`src/rtl/uart_frame_rx.sv`:
```
// ---------------------------------------------------------------------------
// uart_frame_rx
//   UART 8N1 receiver with a frame assembler. Bytes that arrive close
//   together are collected into a buffer. The frame closes once the line
//   has been idle for IDLE_TIMEOUT clocks after the last stop bit. The
//   closed frame is then presented with its length and an error flag.
//
// Ports
//   clock        system clock
//   reset        asynchronous reset, active high
//   rx           UART line (asynchronous to clock, idles high)
//   byte_data    last good received byte
//   byte_valid   one-cycle pulse when byte_data updates
//   frame_data   assembled frame, byte k at [8k+7:8k], byte 0 first received
//   frame_len    number of good bytes stored in the frame
//   frame_valid  one-cycle pulse when a frame closes
//   frame_err    framing error or overflow occurred in the closed frame
// ---------------------------------------------------------------------------
module uart_frame_rx #(
    parameter int CLKS_PER_BIT = 5208,
    parameter int IDLE_TIMEOUT = 50000,
    parameter int MAX_BYTES    = 16
) (
    input  logic                             clock,
    input  logic                             reset,
    input  logic                             rx,
    output logic [7:0]                       byte_data,
    output logic                             byte_valid,
    output logic [8*MAX_BYTES-1:0]           frame_data,
    output logic [$clog2(MAX_BYTES+1)-1:0]   frame_len,
    output logic                             frame_valid,
    output logic                             frame_err
);

    localparam int BT_W  = $clog2(CLKS_PER_BIT);
    localparam int IT_W  = $clog2(IDLE_TIMEOUT);
    localparam int CNT_W = $clog2(MAX_BYTES+1);

    localparam logic [BT_W-1:0]  HALF_M1 = BT_W'(CLKS_PER_BIT/2 - 1);
    localparam logic [BT_W-1:0]  FULL_M1 = BT_W'(CLKS_PER_BIT - 1);
    localparam logic [IT_W-1:0]  IDLE_M1 = IT_W'(IDLE_TIMEOUT - 1);
    localparam logic [CNT_W-1:0] MAX_CNT = CNT_W'(MAX_BYTES);

    typedef enum logic [1:0] {
        S_IDLE  = 2'd0,
        S_START = 2'd1,
        S_DATA  = 2'd2,
        S_STOP  = 2'd3
    } state_t;

    // ------------------------------------------------------------------
    // rx synchronizer. rxs_d is one more stage, used only to detect the
    // start-bit falling edge. All stages reset to the idle (high) level,
    // so releasing reset cannot look like a start edge.
    // ------------------------------------------------------------------
    logic rx_meta, rxs, rxs_d;

    always_ff @(posedge clock or posedge reset) begin
        if (reset) begin
            rx_meta <= 1'b1;
            rxs     <= 1'b1;
            rxs_d   <= 1'b1;
        end else begin
            rx_meta <= rx;
            rxs     <= rx_meta;
            rxs_d   <= rxs;
        end
    end

    wire fall = rxs_d & ~rxs;

    // ------------------------------------------------------------------
    // Bit FSM
    // ------------------------------------------------------------------
    state_t          state, state_n;
    logic [BT_W-1:0] bit_tmr, bit_tmr_n;
    logic [2:0]      bit_idx, bit_idx_n;
    logic [7:0]      shreg, shreg_n;
    logic            stop_sample;

    always_ff @(posedge clock or posedge reset) begin
        if (reset) begin
            state   <= S_IDLE;
            bit_tmr <= '0;
            bit_idx <= '0;
            shreg   <= '0;
        end else begin
            state   <= state_n;
            bit_tmr <= bit_tmr_n;
            bit_idx <= bit_idx_n;
            shreg   <= shreg_n;
        end
    end

    always_comb begin
        state_n     = state;
        bit_tmr_n   = bit_tmr;
        bit_idx_n   = bit_idx;
        shreg_n     = shreg;
        stop_sample = 1'b0;
        case (state)
            S_IDLE: begin
                if (fall) begin
                    state_n   = S_START;
                    bit_tmr_n = '0;
                end
            end
            S_START: begin
                // Mid start bit: a high line means the edge was a glitch.
                if (bit_tmr == HALF_M1) begin
                    bit_tmr_n = '0;
                    bit_idx_n = '0;
                    state_n   = rxs ? S_IDLE : S_DATA;
                end else begin
                    bit_tmr_n = bit_tmr + 1'b1;
                end
            end
            S_DATA: begin
                if (bit_tmr == FULL_M1) begin
                    bit_tmr_n = '0;
                    shreg_n   = {rxs, shreg[7:1]};   // LSB arrives first
                    if (bit_idx == 3'd7)
                        state_n = S_STOP;
                    else
                        bit_idx_n = bit_idx + 1'b1;
                end else begin
                    bit_tmr_n = bit_tmr + 1'b1;
                end
            end
            S_STOP: begin
                // Sample at mid stop bit and return to IDLE straight away so
                // the following start edge of a back-to-back byte is seen.
                if (bit_tmr == FULL_M1) begin
                    bit_tmr_n   = '0;
                    stop_sample = 1'b1;
                    state_n     = S_IDLE;
                end else begin
                    bit_tmr_n = bit_tmr + 1'b1;
                end
            end
            default: state_n = S_IDLE;
        endcase
    end

    wire stop_good = stop_sample &  rxs;
    wire stop_bad  = stop_sample & ~rxs;

    // ------------------------------------------------------------------
    // Frame assembler and idle timer
    // ------------------------------------------------------------------
    logic [MAX_BYTES-1:0][7:0] buffer;
    logic [CNT_W-1:0]          count;
    logic [IT_W-1:0]           idle_tmr;
    logic                      ferr_flag, ovf_flag;
    logic                      active;      // frame open, even with count == 0

    wire wr_en = stop_good && (count != MAX_CNT);
    wire close = active && (state == S_IDLE) && (idle_tmr == IDLE_M1);

    always_ff @(posedge clock or posedge reset) begin
        if (reset) begin
            buffer <= '0;
        end else if (wr_en) begin
            for (int k = 0; k < MAX_BYTES; k++) begin
                if (count == CNT_W'(k))
                    buffer[k] <= shreg;
            end
        end
    end

    always_ff @(posedge clock or posedge reset) begin
        if (reset) begin
            byte_data   <= '0;
            byte_valid  <= 1'b0;
            frame_data  <= '0;
            frame_len   <= '0;
            frame_valid <= 1'b0;
            frame_err   <= 1'b0;
            count       <= '0;
            idle_tmr    <= '0;
            ferr_flag   <= 1'b0;
            ovf_flag    <= 1'b0;
            active      <= 1'b0;
        end else begin
            byte_valid  <= stop_good;
            if (stop_good)
                byte_data <= shreg;

            frame_valid <= close;

            // close and stop_sample are exclusive: close needs IDLE, the stop
            // sample happens in STOP. A start edge in the close cycle only
            // moves the bit FSM, so the new byte lands in the next frame.
            if (close) begin
                frame_data <= buffer;
                frame_len  <= count;
                frame_err  <= ferr_flag | ovf_flag;
                count      <= '0;
                ferr_flag  <= 1'b0;
                ovf_flag   <= 1'b0;
                active     <= 1'b0;
                idle_tmr   <= '0;
            end else begin
                // Timer runs only between bytes; while a byte is in flight it
                // freezes and that byte's stop sample restarts it.
                if (stop_sample) begin
                    idle_tmr <= '0;
                    active   <= 1'b1;
                end else if (active && state == S_IDLE) begin
                    idle_tmr <= idle_tmr + 1'b1;
                end else if (!active) begin
                    idle_tmr <= '0;
                end

                if (wr_en)
                    count <= count + 1'b1;
                if (stop_good && count == MAX_CNT)
                    ovf_flag <= 1'b1;     // count saturates, byte dropped
                if (stop_bad)
                    ferr_flag <= 1'b1;
            end
        end
    end

endmodule

```
`config.mk`:
```
export PLATFORM = sky130hd
export DESIGN_NAME = uart_frame_rx
export DESIGN_NICKNAME = d
export VERILOG_FILES = /design/src/rtl/uart_frame_rx.sv
export SDC_FILE = /design/constraint.sdc
export NUM_CORES = 1
export LEC_CHECK = 0
export BUFFER_PORTS_ARGS = -buffer_cell sky130_fd_sc_hd__buf_2
export CAP_MARGIN = 20
export CORE_UTILIZATION = 40
export DETAILED_ROUTE_END_ITERATION = 7
export GPL_ROUTABILITY_DRIVEN = 0
export SYNTH_ARGS = -nofsm -noshare
export SYNTH_HDL_FRONTEND = slang
export SYNTH_SLANG_ARGS = --single-unit
```
`constraint.sdc`:
```
create_clock -name clock -period 20.2 [get_ports clock]
set_clock_uncertainty 0.1 [all_clocks]
set_input_delay 1.01 -clock clock [delete_from_list [all_inputs] [get_ports clock]]
set_output_delay 1.01 -clock clock [all_outputs]
set_load 0.03 [all_outputs]
```
# After elaboration in Yosys (flattened, before gate mapping)
# Cells that the tools add are included.
[totals]
elab_cells = 134
ff_bits = 325
in_bits = 3
[op_classes]
add_sub_neg = 4
eq_ne = 31
bitwise = 5
reduce_logical = 31
n_mux = 29
[op_table]
columns = ["cell", "n"]
rows = [
  ["16-bit two-way mux", 4],
  ["5-bit by 4-bit == test with 1-bit output (second input constant)", 8],
  ["13-bit two-way mux", 3],
  ["13-bit one-hot mux with 3 select lines", 1],
  ["2-bit AND reduction", 17],
  ["5-bit by 3-bit == test with 1-bit output (second input constant)", 4],
  ["16-bit by 1-bit adder with 16-bit output (second input constant)", 1],
  ["16-bit == test (second input constant)", 1],
  ["13-bit by 1-bit adder with 13-bit output (second input constant)", 1],
  ["13-bit by 12-bit == test with 1-bit output (second input constant)", 1],
  ["13-bit == test (second input constant)", 1],
  ["2-bit two-way mux", 6],
  ["2-bit inequality test (second input constant)", 6],
  ["5-bit by 2-bit == test with 1-bit output (second input constant)", 2],
  ["5-bit two-way mux", 2],
  ["2-bit nonzero test", 5],
  ["3-bit two-way mux", 3],
  ["1-bit two-way mux", 8],
  ["2-bit one-hot mux with 4 select lines", 1],
  ["3-bit one-hot mux with 2 select lines", 1],
  ["5-bit by 1-bit adder with 5-bit output (second input constant)", 1],
  ["5-bit by 1-bit == test with 1-bit output (second input constant)", 1],
  ["5-bit == test (second input constant)", 1],
  ["5-bit logical NOT", 1],
  ["other kinds (14)", 20],
]

# Depth between registers and ports, before layout
# Gate-level depths: netlist (run 1).
[depth]
depth_word = 7
mapped_depth = 9

# Worst setup path before layout (run 1)
# Ideal clock, no wire load.
[synth_path]
path_kind = "reg2reg"
start = "register bit_tmr[0]"
end = "register buffer[32] (netlist name)"
path_buffers = 0
path_stages_with_launch = 7
setup_ns = 0.125
required_ns = 19.975
slack_ns = 17.346
period_less_slack_ns = 2.854
arrival_time_ns = 2.629
path_cell_list = "dfrtp_1 > ha_1 > or4bb_1 > nor4_4 > nand4_1 > nor2_2 > mux2_2"
[synth_via]
elab_chain_cells = 6
[synth_rtl]
columns = ["item", "line_no", "rtl"]
rows = [
  ["from (decl)", "76", "logic [BT_W-1:0] bit_tmr, bit_tmr_n;"],
  ["from (signal assigned)", "89", "bit_tmr <= bit_tmr_n;"],
  ["13-bit == test", "133", "if (bit_tmr == FULL_M1) begin"],
  ["1-bit two-way mux", "133", ""],
  ["1-bit two-way mux", "101", "case (state)"],
  ["1-bit bitwise AND", "145", "wire stop_good = stop_sample & rxs;"],
  ["1-bit logical AND", "157", "wire wr_en = stop_good && (count != MAX_CNT);"],
  ["2-bit AND reduction (no line)", "-", ""],
  ["to (signal, indexed assignment)", "166", "buffer[k] <= shreg;"],
  ["to (decl)", "151", "logic [MAX_BYTES-1:0][7:0] buffer;"],
]
# Every way passes these cells.
# A chain may end at the register's enable or synchronous reset.

# Worst setup path in the final report (run 1)
[layout_path]
start = "register bit_tmr[0]"
end = "register buffer[35] (netlist name)"
# Same word-level chain as after synthesis.

==> run metrics, run 1 <==
Yosys cell types 48; max_cap viols 0; total clock buffers created by CTS 36; Antenna Nets Post-Route 0; final net count 1050; PwrDens 87.6 nW/µm²; layout cell share with drive strength beyond 1 0.467; root buffer cell clkbuf_16; RSZ-0062 raised after global routing no; Via-to-Cell Ratio 5.20; sw frac 0.219; combinational share of power 0.035; Worst EP required 20.49 ns; CTS Sinks 325; max-slew violations 0; clock-pin slew on the worst setup and hold paths 0.06 ns; via count 7610; I/O pin count 147; final antenna diode count 0; vias in the first global route 7780; Post-synth EDFFs 0; syn nets 904; largest net degree at the start of global routing 137; worst-margin pin slew 1.07 ns; Rows 65; register share of total power 0.502; Slew headroom 0.285; Static Leakage 7.92 nW; Worst Reg-to-Reg Cells 7; hpwl dp 17400 µm; Final Non-Filler Cells 1463; Die Span Y 182 µm; crit path max fanout 19; initial antenna violation count 0; most common cell after layout, fill and taps aside dfrtp_1; clock tree buffer depth 3; Syn Inst Count 892; Hold-fix buffers, CTS 0; Critical Path Start Type register; Pint 1.03 mW; Hold Path Stages 0; sw power 290 µW; final setup vio count 0; final hold vios 0; most frequent cells in the layout dfrtp_1, mux2_2, buf_2, clkbuf_16, nor2_1; starting density of the core 0.407; Yosys warning count 0; Die X 182 µm; drt total wl 27800 µm; Yosys reg bits 325; CTS H-Tree Depth 2; sequential area share after synthesis 0.631; Total GRT Usage 0.173; main flop type after synthesis dfrtp_1; status completed; crit path kind register to register; WL per Instance 19.0 µm; Setup crit end kind register; core area 31600 µm²; Post-route DRC 0; Mapped Area 12900 µm²; DRT Pass-1 Iters 5; total setup buffers inserted after CTS 0; global-route wire length before repair 44800 µm; CTS tree yes; WP data arrival 3.83 ns; worst skew pair latency 0.51 ns; HP Class register to register; Area Growth Syn to Fin 17.2%; max frequency 0.282 GHz; final core occ 0.478; Setup TNS 0 ns; Async SR Flop Fraction 1.00; Mean Syn Cell Area 14.5 µm²; Starting DRT DRC Count 357; Inst Count DP 1402; DIE AREA 32900 µm²; clock share of power 0.463; Peak VDD IR 0.0000590 V; port buffer count 146; crit share post-route 0.175; Tmin final 3.54 ns; total gr overflow 0; Resized cells post-CTS 0
[power by group through the flow]
stage	clock network, mW	registers, mW	logic, mW
floorplan	0	0.672	0.0381
global placement	0	0.675	0.0464
detailed placement	0	0.675	0.0479
CTS	0.628	0.664	0.0481
global route	0.655	0.665	0.0546
finish	0.613	0.664	0.0470
[per-stage QoR]
step                cell area [µm²]  setup slack, ns  hold slack, ns  total power [mW]
global placement              14000            16.52           0.247             0.721
finish                        15100            16.66           0.251              1.32
detailed placement            14000            16.46           0.249             0.723
global route                  15100            16.50           0.253              1.37
CTS                           15100            16.68           0.255              1.34
floorplan                     12900            10.10           0.245             0.710
[path summary, 6_finish.rpt]
check | startpoint | slack, ns | end
max in group asynchronous | reset | 17.21 | buffer[6]$_DFFE_PP0P_
worst max register to register | bit_tmr[0]$_DFFE_PP0P_ | 16.66 | buffer[35]$_DFFE_PP0P_
worst max-delay path | bit_tmr[0]$_DFFE_PP0P_ | 16.66 | buffer[35]$_DFFE_PP0P_
worst min-delay path | rx_meta$_DFF_PP1_ | 0.25 | rxs$_DFF_PP1_
worst min register to register | rx_meta$_DFF_PP1_ | 0.25 | rxs$_DFF_PP1_
min in group asynchronous | reset | 0.59 | frame_data[26]$_DFFE_PP0P_
[sequential cells by signal, indices dropped and copies added, names as in the netlist, 3 cells and up, named ones only]
signal      count
frame_len       5
bit_tmr        13
bit_idx         3
byte_data       8
buffer        128
count           5
idle_tmr       16
frame_data    128
shreg           8
[critical path: stages, from the launching register on]
cell     delay, ns
dfrtp_1       0.38
ha_1          0.25
or4bb_1       0.60
nor4_4        0.31
buf_4         0.28
nand4_1       0.53
nor2_2        0.59
mux2_2        0.38
[cell families (layout without fill, tap and decap cells)]
family	Yosys count	count (layout)	share of synthesized area
flops	325	325	0.631
fa+ha+maj	9	9	0.00874
buf+inv	60	229	0.0175
mux	276	276	0.241
compound gates	60	60	0.0290
simple gates	148	148	0.0630
xor+xnor	14	14	0.00951
[Yosys cell counts, drive strengths merged, types with 3 or more instances]
master   count  area share
a21oi       12      0.0047
a31oi       10      0.0049
a41oi        3      0.0020
and2         3      0.0015
and3        11      0.0053
and4         3      0.0020
buf          7      0.0020
clkbuf      39       0.011
dfrtp      322        0.63
dfstp        3      0.0061
ha           9      0.0087
inv         14      0.0041
mux2       275        0.24
nand2       31      0.0090
nand3       16      0.0062
nand4        8      0.0039
nor2        44       0.015
nor2b        3      0.0015
nor3         9      0.0056
nor4         5      0.0036
o2111ai      5      0.0034
o211ai       3      0.0017
o21ai       19      0.0074
o31ai        3      0.0017
or4b         3      0.0023
xor2        13      0.0088
[per-layer routing]
layer / vias up / global-route usage / wire (µm)
met5: - / 0 / 0
met4: 0 / 0.0471 / 614
met3: 48 / 0.0383 / 1410
met2: 172 / 0.272 / 12900
met1: 3928 / 0.242 / 12900
li1: 3462 / - / -
[final cells by class]
type / instances / area (µm²)
fillers: 2845 / 16500
flip-flops and latches: 325 / 8140
multi-input cells: 507 / 4530
clock buffers: 56 / 1040
repair buffers: 154 / 791
well taps: 402 / 503
inverters: 14 / 60.1
clock inverters: 5 / 57.6
No activity file was read; power rests on OpenSTA's default activity.
==> run 2, diff against run 1 <==
- ABC_AREA: default -> 1
- clock period: 20.2 -> 3.4 ns (I/O delays scaled with it)
==> run 2 against run 1 <==
Die area is 7.3% higher. Cell area is 6.5% higher. Worst setup slack worse by 16 ns. Final cell count is 51% higher. Synthesized area is 7.4% higher. Non-clock buffer count is 11 higher. Routed wire length is 23% higher. Maximum frequency is 41% higher.
==> run metrics, run 2 <==
clock tree buffer depth 3 (unchanged); Post-synth EDFFs 0 (unchanged); largest net degree at the start of global routing 150 (+9.5%); final antenna diode count 0 (unchanged); top cell type's share of synthesized area 0.582 (-0.0432); worst-margin pin slew 1.12 ns (+0.0496 ns); total setup buffers inserted after CTS 0 (unchanged); WP data arrival 2.85 ns (-0.98 ns); wire length on met3 1730 µm (+22%); final hold vios 0 (unchanged); most common cell in the netlist nand2_1; Hold WS 0.201 ns (-0.0496 ns); FF/Latch Area 8140 µm² (unchanged); Largest delay share family, worst path simple AND/OR/NAND/NOR gates; routed wl met2 15700 µm (+22%); layout cell share with drive strength beyond 1 0.143 (-0.324); syn nets 1620 (+79%); starting density of the core 0.410 (+0.00240); drt total wl 34200 µm (+23%); Yosys reg bits 325 (unchanged); Mean Syn Cell Area 8.61 µm² (-40%); fraction of synthesized area in multiplexers 0 (-0.241); Area contributors post-synth dfrtp_1, nand2_1, nand3_1; most used cell along the critical path nand2_1; Peak VDD IR 0.000285 V (+380%); fill count 3334 (+17%); HP Class primary input to register; max-slew violations 0 (unchanged); Area Growth Syn to Fin 16.2%; Setup crit end kind register; Inst Count DP 2140 (+53%); top flop regs buffer (128), frame_data (128), idle_tmr (16); status completed; Syn Inst Count 1608 (+80%); Rows 67 (+3.1%); final net count 1744 (+66%); Post-Route M1 WL 15900 µm (+23%); crit path kind register to register; Via-to-Cell Ratio 4.92 (-5.5%); XOR/XNOR Fraction of Synth Area 0.00506 (-0.00445); crit path max fanout 15 (-4); core area 33800 µm² (+6.8%); most common cell after layout, fill and taps aside nand2_1; root buffer cell clkbuf_16; Slew headroom 0.252 (-0.0331); vias in the first global route 10.6k (+37%); Total GRT Usage 0.198 (+0.0248); global-route wire length before repair 56400 µm (+26%); Starting DRT DRC Count 812 (+130%); synth cell count leaders nand2_1, dfrtp_1, nand3_1; WL per Instance 15.5 µm (-18%); total gr overflow 0 (unchanged); Yosys warning count 0 (unchanged); Synth area leader dfrtp_1; total clock buffers created by CTS 36 (unchanged); PwrDens 505 nW/µm² (+480%); total chip power 8.13 mW (+510%); via count 10.8k (+42%); crit share post-route 0.737 (+0.562); adder-cell share of the synthesized area 0.00813 (-0.000603); hpwl dp 21900 µm (+26%); max layer used met4; DIE AREA 35400 µm² (+7.3%); Mapped Area 13800 µm² (+7.4%); Critical Path Start Type register; Antenna Nets Post-Route 0 (unchanged); CTS Sinks 325 (unchanged); max_cap viols 0 (unchanged); main flop type after synthesis dfrtp_1; Yosys cell types 32 (-33%); critical path's largest stage delay 0.41 ns (-0.19 ns); Worst path slowest cell nor2_2; max frequency 0.399 GHz (+41%); Static Leakage 9.17 nW (+16%); DRT Pass-1 Iters 7 (+2); footprint of the multi-input gates 4980 µm² (+9.9%); Tmin final 2.51 ns (-1.04 ns); sequential area share after synthesis 0.588 (-0.0436); Worst EP required 3.74 ns (-16.75 ns); Die X 188 µm (+3.6%); initial antenna violation count 0 (unchanged); port buffer count 146 (unchanged); Post-Synth Simple-Gate Area 0.325 (+0.262); Compound-Gate Fraction of Synth Area 0.0209 (-0.00815); CTS H-Tree Depth 2 (unchanged); cells along the critical path ha_1 > nand2_1 > inv_1 > nand2_1 > nor2_1 > nand4_2 > buf_4 > nor2_2 > nand3_1 > nand2_1; worst path bufs/invs 2 (+1); Setup TNS 0 ns (unchanged); most frequent cells in the layout nand2_1, dfrtp_1, nand3_1, buf_2, inv_1; Die Span Y 188 µm (+3.6%); largest family of logic cells by synthesized area simple AND/OR/NAND/NOR gates; Final Non-Filler Cells 2204 (+51%); Async SR Flop Fraction 1.00 (unchanged); Post-route DRC 0 (unchanged); final setup vio count 0 (unchanged); clock-pin slew on the worst setup and hold paths 0.06 ns (about the same); I/O pin count 147 (unchanged); RSZ-0062 raised after global routing no; CTS tree yes; worst skew pair latency 0.52 ns (about the same)
==> run 2: cell count changes after synthesis, sizes merged, moves of 11 or more <==
cell	previous run	this run
and3	11	0
nand4	8	35
nand3	16	173
a21oi	12	1
mux2	275	0
buf	7	49
inv	14	77
o21ai	19	48
nand2	31	786
==> run 2: path summary, 6_finish.rpt <==
path / startpoint / endpoint / slack [ns] / depth (start not counted)
max: bit_tmr[0]$_DFFE_PP0P_ / buffer[120]$_DFFE_PP0P_ / 0.89 / 10
min: rx / rx_meta$_DFF_PP1_ / 0.20 / 2
max reg2reg: bit_tmr[0]$_DFFE_PP0P_ / buffer[120]$_DFFE_PP0P_ / 0.89 / 10
min reg2reg: rx_meta$_DFF_PP1_ / rxs$_DFF_PP1_ / 0.26 / 0
max in group asynchronous: reset / frame_data[99]$_DFFE_PP0P_ / 2.11 / 4
min in group asynchronous: reset / buffer[50]$_DFFE_PP0P_ / 0.23 / 3
==> run 2: worst reg2reg max path, delay by kind of cell, from the launching register on <==
family | cells | cell delay (ns)
and+or+nand+nor | 7 | 1.31
adders and majority gates | 1 | 0.22
DFF | 1 | 0.39
buffers and inverters | 2 | 0.41
==> run 2: per-layer routing <==
metal | global-route usage | vias up
met1 | 0.279 | 5209
li1 | - | 5328
met2 | 0.312 | 244
met3 | 0.0348 | 58
met4 | 0.0591 | 0
met5 | 0 | -
==> run 2: final cells by class <==
| cell class | instances | area share |
|---|---|---|
| flip-flops and latches | 325 | 0.506 |
| multi-input cells | 1126 | 0.309 |
| clock buffers | 54 | 0.0658 |
| repair buffers | 165 | 0.0600 |
| well taps | 448 | 0.0348 |
| inverters | 78 | 0.0186 |
| clock inverters | 8 | 0.00599 |
==> run 2: cells by family after synthesis <==
family,count (synthesis)
fa+ha+maj,9
flops,325
buf+inv,157
xor+xnor,8
simple gates,1054
compound gates,55
==> run 2: timing repair <==
item	4_1_cts	5_1_grt
endpoints found under the hold margin	22	0
hold buffers	2	0
gates resized for setup	0	0
==> run 2: metrics by stage <==
stage	utilization	cell area (µm²)	setup slack, ns
floorplan	-	13800	-1.20
global placement	0.442	14900	0.962
detailed placement	0.442	14900	0.942
CTS	0.476	16100	0.907
global route	0.476	16100	0.610
finish	0.476	16100	0.893
==> run 2: power by group <==
group          internal [mW]  leakage, nW  switching, mW  total [mW]
registers               3.91         4.52         0.0396        3.94
clock network           2.30        0.572           1.53        3.83
logic                 0.0807         4.08          0.274       0.354
total                   6.29         9.17           1.84        8.13
==> run 3, diff against run 2 <==
- clock period: 3.4 -> 2.5 ns (I/O delays scaled with it)
==> run 3 against run 2 <==
Hold slack got worse by 0.044 ns. Die area is the same. Critical path type unchanged. Critical path depth decreased by 2. Largest cell class unchanged. Clock power up 41%. Power is 39% higher. Sequential share of layout area down 0.95 points. Clock-buffer cell count up 4. Maximum frequency rose by 9.5%. First-iteration DRC count shrank 0.86%. Sequential cell count stayed put. Routed wire length is 2.0% higher.
==> run metrics, run 3 (synthesized netlist as in run 2, its figures left out) <==
status completed; crit path kind register to register; fill count 3255 (-2.4%); critical path's largest stage delay 0.40 ns (about the same); Area Growth Syn to Fin 18.5%; Rows 67 (unchanged); final instance area 16400 µm² (+1.9%); crit share post-route 0.916 (+0.178); clock tree buffer depth 3 (unchanged); Die Span Y 188 µm (unchanged); Die X 188 µm (unchanged); Critical Path Start Type register; vias in the first global route 10.8k (+1.9%); core area 33800 µm² (unchanged); FF/Latch Area 8140 µm² (unchanged); I/O pin count 147 (unchanged); post-route worst setup slack 0.211 ns (-0.681 ns); worst path bufs/invs 0 (-2); pre-CTS WS 0.171 ns (-0.771 ns); Hold WS 0.157 ns (-0.0442 ns); final net count 1773 (+1.7%); Worst path slowest cell nand4_1; cells along the critical path ha_1 > nand2_1 > nor2_1 > nand3_1 > nor2_4 > nand4_1 > nand2_1 > nand2_1; clock-pin slew on the worst setup and hold paths 0.06 ns (about the same); routed wl met2 16200 µm (+3.2%); CTS H-Tree Depth 2 (unchanged); Setup crit end kind register; HP Class primary input to register; max frequency 0.437 GHz (+9.5%); final setup vio count 0 (unchanged); Post-Route M1 WL 16200 µm (+2.1%); Worst R2R Setup Slack 0.21 ns (-0.68 ns); RSZ-0062 raised after global routing no; max_cap viols 0 (unchanged); final hold vios 0 (unchanged); initial antenna violation count 0 (unchanged); total gr overflow 0 (unchanged); Tmin final 2.29 ns (-0.219 ns); CTS Sinks 325 (unchanged); Largest delay share family, worst path simple AND/OR/NAND/NOR gates; root buffer cell clkbuf_16; wire length on met3 1660 µm (-4.1%); drt total wl 34900 µm (+2.0%); PwrDens 688 nW/µm² (+36%); Static Leakage 9.34 nW (+1.8%); Peak VDD IR 0.000365 V (+28%); layout cell share with drive strength beyond 1 0.156 (+0.0132); DIE AREA 35400 µm² (unchanged); total clock buffers created by CTS 36 (unchanged); worst-margin pin slew 0.868 ns (-0.253 ns); hpwl dp 23500 µm (+7.0%); global-route wire length before repair 57600 µm (+2.1%); starting density of the core 0.410 (unchanged); Post-route DRC 0 (unchanged); Area after DPL 15100 µm² (+1.5%); largest net degree at the start of global routing 76 (-49%); most used cell along the critical path nand2_1; most common cell after layout, fill and taps aside nand2_1; Via-to-Cell Ratio 4.95 (+0.59%); worst skew pair latency 0.52 ns (about the same); max layer used met4; WL per Instance 15.6 µm (+0.57%); Worst EP required 2.80 ns (-0.94 ns); max-slew violations 0 (unchanged); most frequent cells in the layout nand2_1, dfrtp_1, nand3_1, buf_2, inv_1; final antenna diode count 0 (unchanged); footprint of the multi-input gates 4990 µm² (+0.18%); crit path max fanout 9 (-6); top flop regs buffer (128), frame_data (128), idle_tmr (16); DRT Pass-1 Iters 5 (-2); port buffer count 146 (unchanged); Total GRT Usage 0.201 (+0.00311); Starting DRT DRC Count 805 (-0.86%); via count 11.1k (+2.0%); Slew headroom 0.417 (+0.165); Antenna Nets Post-Route 0 (unchanged); WP data arrival 2.59 ns (-0.26 ns); CTS tree yes
## run 3: changes by cell type in the layout (fill, tap and decap cells not counted)
cell and delta:
inv_8 -1, clkinv_2 -3, clkbuf_16 +1, buf_12 +2, nand4_2 -1, nand4_4 +1, bufinv_16 +1, buf_4 +27
clkinv_8 +1, clkbuf_1 +3
## run 3: worst paths after layout
kind / start / end / cells past startpoint
hold reg to reg: rx_meta$_DFF_PP1_ / rxs$_DFF_PP1_ / 0
setup / recovery: bit_tmr[0]$_DFFE_PP0P_ / buffer[10]$_DFFE_PP0P_ / 8
min in group asynchronous: reset / buffer[35]$_DFFE_PP0P_ / 3
max in group asynchronous: reset / frame_data[79]$_DFFE_PP0P_ / 4
setup reg to reg: bit_tmr[0]$_DFFE_PP0P_ / buffer[10]$_DFFE_PP0P_ / 8
hold / removal: rx / rx_meta$_DFF_PP1_ / 2
## run 3: layer usage
layer	global-route usage	vias to the layer above
met2	0.323	274
met3	0.0331	62
met1	0.280	5329
li1	-	5391
met5	0	-
met4	0.0585	0
## run 3: what timing repair did
action                     4_1_cts  5_1_grt
resized for setup                0        1
setup buffers                    0        3
setup endpoints to repair        0       17
hold buffers                     2        0
hold endpoints to repair        18        0
## run 3: through the flow
| step | instances | util | power [mW] | setup TNS (ns) |
|---|---|---|---|---|
| floorplan | 1608 | - | 5.79 | -665.75 |
| global placement | 2166 | 0.448 | 5.96 | 0 |
| detailed placement | 2166 | 0.448 | 5.97 | 0 |
| CTS | 2232 | 0.485 | 11.4 | 0 |
| global route | 2235 | 0.486 | 11.7 | 0 |
| finish | 2235 | 0.486 | 11.3 | 0 |
## run 3: report_power, final
| part | internal (mW) | total, mW | switching (mW) |
|---|---|---|---|
| Sequential | 5.31 | 5.37 | 0.0560 |
| Clock | 3.31 | 5.41 | 2.10 |
| Combinational | 0.131 | 0.513 | 0.381 |
| Total | 8.75 | 11.3 | 2.53 |
## run 3: worst reg2reg max path, stage by stage (launching register included)
cell	delay (ns)
dfrtp_1	0.39
ha_1	0.23
nand2_1	0.15
nor2_1	0.18
nand3_1	0.17
nor2_4	0.33
nand4_1	0.40
nand2_1	0.17
nand2_1	0.06
## run 3: final cells by class
type                       instances  share of cell area
tap                              448              0.0342
clock buffer                      58              0.0668
timing repair buffer             194              0.0737
multi-input combinational       1126               0.304
clock inverter                     6             0.00709
sequential                       325               0.496
inverter                          78              0.0182
